$ cat config.mk
export PLATFORM = sky130hd
export DESIGN_NAME = reg_writeback
export DESIGN_NICKNAME = d
export VERILOG_FILES = /design/src/rtl/reg_writeback.sv
export SDC_FILE = /design/constraint.sdc
export NUM_CORES = 1
export LEC_CHECK = 0
export ABC_AREA = 1
export BUFFER_PORTS_ARGS = -buffer_cell sky130_fd_sc_hd__buf_4
export CAP_MARGIN = 25
export CORE_AREA = 2 2 143 145
export CTS_CLUSTER_SIZE = 12
export DETAILED_ROUTE_END_ITERATION = 8
export DIE_AREA = 0 0 145 147
export MAX_ROUTING_LAYER = met4
export PLACE_DENSITY = 0.72
export SLEW_MARGIN = 20
export SYNTH_ARGS = -nofsm -noshare
export SYNTH_HDL_FRONTEND = slang
export SYNTH_SLANG_ARGS = --single-unit
$ cat constraint.sdc
create_clock -name Clk -period 2.8 [get_ports Clk]
set_input_delay 0 -clock Clk [delete_from_list [all_inputs] [get_ports Clk]]
set_output_delay 0 -clock Clk [all_outputs]
set_load 0.005 [all_outputs]
$ cat src/rtl/reg_writeback.sv
// Write-side front end for the register file: merges ALU results with queued
// long-latency completions onto the single write port, with WAW squash and hazard query.
module reg_writeback #(
   parameter int DEPTH = 4,
   parameter int DW    = 32
) (
   input  logic                    Clk,
   input  logic                    Rst,
   input  logic                    AluWr,
   input  logic [4:0]              AluAddr,
   input  logic [DW-1:0]           AluData,
   input  logic                    MemWr,
   input  logic [4:0]              MemAddr,
   input  logic [DW-1:0]           MemData,
   output logic                    MemReady,
   input  logic [4:0]              QueryAddr,
   output logic                    Pending,
   output logic [$clog2(DEPTH):0]  Count,
   output logic [4:0]              WrAddr,
   output logic [DW-1:0]           DataIn,
   output logic                    RegWr
);

   localparam int PW = $clog2(DEPTH);
   localparam int CW = PW + 1;

   logic [PW-1:0]   rdPtr;
   logic [PW-1:0]   wrPtr;
   logic            validReg [DEPTH];
   logic [4:0]      addrReg  [DEPTH];
   logic [DW-1:0]   dataMem  [DEPTH];

   logic            aluAccept;
   logic            pushAccept;
   logic            headValid;
   logic            queueBusy;
   logic            drainSel;
   logic            squashSel;
   logic            popSel;
   logic [DEPTH-1:0] squashHit;
   logic [DEPTH-1:0] queryHit;

   assign MemReady   = (Count < CW'(DEPTH));
   assign aluAccept  = AluWr && (AluAddr != 5'd0);
   assign pushAccept = MemWr && MemReady && (MemAddr != 5'd0);
   assign headValid  = validReg[rdPtr];
   assign queueBusy  = (Count != '0);
   assign drainSel   = !aluAccept && queueBusy && headValid;
   assign squashSel  = !aluAccept && queueBusy && !headValid;
   assign popSel     = drainSel || squashSel;

   generate
      for (genvar gi = 0; gi < DEPTH; gi++) begin : gEntry
         assign squashHit[gi] = aluAccept && (addrReg[gi] == AluAddr);
         assign queryHit[gi]  = validReg[gi] && (addrReg[gi] == QueryAddr);

         // A push landing in this slot beats a same-cycle squash: the completion is newer.
         always_ff @(posedge Clk or posedge Rst) begin
            if (Rst) begin
               validReg[gi] <= 1'b0;
               addrReg[gi]  <= 5'd0;
            end else if (pushAccept && (wrPtr == PW'(gi))) begin
               validReg[gi] <= 1'b1;
               addrReg[gi]  <= MemAddr;
            end else if (squashHit[gi] || (popSel && (rdPtr == PW'(gi)))) begin
               validReg[gi] <= 1'b0;
            end
         end
      end
   endgenerate

   always_ff @(posedge Clk) begin
      if (pushAccept)
         dataMem[wrPtr] <= MemData;
   end

   always_ff @(posedge Clk or posedge Rst) begin
      if (Rst) begin
         rdPtr  <= '0;
         wrPtr  <= '0;
         Count  <= '0;
         RegWr  <= 1'b0;
         WrAddr <= 5'd0;
         DataIn <= '0;
      end else begin
         if (pushAccept)
            wrPtr <= wrPtr + PW'(1);
         if (popSel)
            rdPtr <= rdPtr + PW'(1);
         Count <= Count + CW'(pushAccept) - CW'(popSel);

         if (aluAccept) begin
            RegWr  <= 1'b1;
            WrAddr <= AluAddr;
            DataIn <= AluData;
         end else if (drainSel) begin
            RegWr  <= 1'b1;
            WrAddr <= addrReg[rdPtr];
            DataIn <= dataMem[rdPtr];
         end else begin
            RegWr  <= 1'b0;
         end
      end
   end

   // Only registered state is consulted; same-cycle AluWr/MemWr are invisible here.
   assign Pending = (QueryAddr != 5'd0) &&
                    ((|queryHit) || (RegWr && (WrAddr == QueryAddr)));

endmodule

==> flow_metrics.py <==
metrics = {
    "status": {
        "outcome": "complete, no violations",
    },
    "yosys": {
        "synth_area_leaders": "edfxtp_1 (43%), dfrtp_1 (19%), nand2_1 (7.8%), o21ai_0 (5.8%), nor2_1 (5.4%)",
        "syn_area_per_cell_um2": 10.2,
        "yosysUniqueCellTypes": 27,
        "synth_flop_cell": "edfxtp_1",
        "synth_seq_cells": 197,
        "yosysTopAreaCellShare_pct": 43.1,
        "async_reset_ff_share_pct": 35.0,
        "ys_warn_count": 0,
        "synth_edf_count": 128,
        "synth_commonest_cells": "nand2_1 (186), edfxtp_1 (128), nor2_1 (128)",
        "syn_nets": 972,
        "yosysMostFrequentCell": "nand2_1",
        "synthCells": 878,
        "syn-cell-area_um2": 8920,
        "seq_area_frac_synth_pct": 62.5,
        "yosys.area.top_type": "edfxtp_1",
    },
    "timing": {
        "finalClockSkew_ns": 0.0101,
        "final.setup.tns_ns": 0,
        "clock.fmax_ghz": 0.456,
        "worstMarginPinSlew_ns": 0.812,
        "finalCriticalPeriod_ns": 2.19,
        "slew_viol_final": 0,
        "rsz0062_at_grt": "no",
        "slew_headroom_pct": 45.9,
        "setup_viol": 0,
        "hold_viol": 0,
        "finalCritPeriodShare_pct": 78.3,
        "fin_hold_ws_ns": 0.0899,
    },
    "worst_setup_path": {
        "rr_endpoint": "DataIn[19]",
        "worst_r2r_startpoint": "rdPtr[0]",
        "r2r_cells": 8,
        "cp-end-kind": "register",
        "crit_path_start": "rdPtr[0]",
        "r2r_slack_ns": 0.61,
        "path_buf_inv": 2,
        "path_cells": "inv_2 > nand2_1 > nand3_1 > nand3_1 > nand2_2 > inv_2 > nand2_1 > nand2_1",
        "cp_top_family": "buffers and inverters",
        "crit_cells": 8,
        "path_max_fanout": 33,
        "critPathSlowestCell": "inv_2",
        "start_kind": "register",
        "crit_arrival_ns": 2.55,
        "max_stage_delay_ns": 0.61,
        "crit_required_ns": 3.16,
        "cpMostUsedCell": "nand2_1",
        "endpoint": "DataIn[19]",
        "critPathKind": "register to register",
    },
    "clock_tree": {
        "cts.sink_count": 197,
        "cts_tree": "yes",
        "cts_resized": 0,
        "clk_path_buf_depth": 2,
        "cts_buffers": 17,
        "postCtsSetupBuffers": 0,
        "htreeDepth": 4,
        "cts.root.buffer_cell": "clkbuf_16",
        "clk_latency_ns": 0.43,
        "clkSlewWorstSetupHoldPaths_ns": 0.07,
    },
    "floorplan": {
        "rows": 52,
        "initial_core_util_pct": 44.9,
        "die_h_um": 147,
        "die_w_um": 145,
        "pin_count": 126,
        "coreArea_um2": 19800,
        "fp.dieArea_um2": 21300,
    },
    "detailed_routing": {
        "vias_per_cell": 5.02,
        "drcViolationCount": 0,
        "ant_nets": 0,
        "drt-initial-drc-count": 442,
        "dr_total_vias": 6773,
        "first_pass_iters": 5,
        "wirelength_mm": 21.4,
        "avgRoutedWirePerCell_um": 15.9,
    },
    "grt": {
        "grt_first_pass_wirelength_mm": 35.0,
        "grt_max_degree": 73,
        "grt_util_all_layers_pct": 21.5,
        "antenna_found_initial": 0,
        "grt_overflow": 0,
        "grt_pass1_vias": 6774,
    },
    "run": {
        "drv_cap": 0,
    },
    "placement": {
        "io_buffers": 125,
        "dp.cells": 1240,
        "dp_hpwl_mm": 13.5,
        "place_area_um2": 10100,
        "place_congestion": 0.916,
    },
    "hold_path": {
        "whs_path_depth": 6,
        "min_path_type": "input pin to register",
    },
    "cells_and_area": {
        "fin_cells": 1348,
        "area_growth_pct": 27.7,
        "post-route-util_pct": 57.4,
        "fin_nets": 1159,
        "antenna_cells": 0,
        "nFillCells": 1704,
        "drive_gt1_share_pct": 17.3,
        "design_area_um2": 11400,
    },
    "pwr": {
        "powerDensity_nw_per_um2": 933,
        "p_leak_nw": 4.71,
        "peakVddDrop_v": 0.000486,
    },
}
## per-layer routing
metal / track usage [%] / part of all wire (%) / up-vias
met2: 35.5 / 48 / 200
met4: 7.13 / 2.0 / 0
met5: - / 0 / -
li1: - / - / 3322
met1: 27.4 / 45 / 3216
met3: 3.42 / 4.6 / 35
## final cells by class
type | count | area [um^2] | share of cell area (%)
clock buffers | 20 | 447 | 3.92
clock inverters | 12 | 125 | 1.10
inverters | 45 | 169 | 1.48
multi-input cells | 590 | 2890 | 25.4
flip-flops and latches | 197 | 5570 | 48.9
well taps | 270 | 338 | 2.97
repair buffers | 214 | 1850 | 16.2
## repair_timing
action                     in CTS  in global routing
hold endpoints to repair      216                  0
hold buffers                   76                  0
setup endpoints to repair       0                  0
## how the worst min path moves through the flow
| stage | start | to | slack (ns) |
|---|---|---|---|
| after floorplan | MemData[0] | dataMem[0][0] | 0.1 |
| after global placement | Rst | addrReg[1] | 0.17 |
| after detailed placement | Rst | addrReg[1] | 0.19 |
| after CTS | AluAddr[2] | validReg[3] | 0.07 |
| after global routing | AluAddr[2] | rdPtr[0] | 0.12 |
| final | AluAddr[2] | validReg[3] | 0.09 |
## worst register-to-register path, delay by kind of cell (launching register included)
family	cells	cell delay, ns
DFF	1	0.59
buffers and inverters	2	0.75
and+or+nand+nor	6	0.77
## placed cells by master, fill, tap and decap left out, drive strengths merged
cell type and instances:
nand2 189, buf 138, nor2 130, edfxtp 128, o21ai 105, dlygate4sd3 76
dfrtp 69, nand3 53, inv 48, o211ai 35, or2 32, clkbuf 20
xor2 16, ha 10, xnor2 9, a21oi 8, clkinv 4, clkinvlp 3
nor3 2, bufinv 2, fa 1
## where the power goes
part           switching, mW  total, mW  internal (mW)
logic                   2.27       3.80           1.53
clock network           1.05       2.39           1.34
registers              0.541       4.43           3.89
## logic make-up after synthesis
| kind of cell | count (synthesis) | share of synthesized area (%) |
|---|---|---|
| AO/OA/AOI/OAI | 148 | 9.29 |
| adder cells (fa/ha/maj) | 11 | 1.63 |
| XOR/XNOR | 25 | 2.46 |
| buffers and inverters | 91 | 5.14 |
| flip-flops | 197 | 62.5 |
| AND/OR/NAND/NOR | 406 | 19.0 |
## state kept, by name, summed over array words and instances (netlist names)
name      flops
validReg      4
Count         3
dataMem     128
addrReg      20
RegWr         1
rdPtr         2
DataIn       32
wrPtr         2
WrAddr        5
## through the flow
stage	setup WS, ns	power, mW
after global placement	0.715	8.10
after global routing	0.411	11.4
final	0.609	10.6
after floorplan	0.769	6.74
after detailed placement	0.653	8.22
after CTS	0.625	10.7
Power figures use the tool's default switching activity.
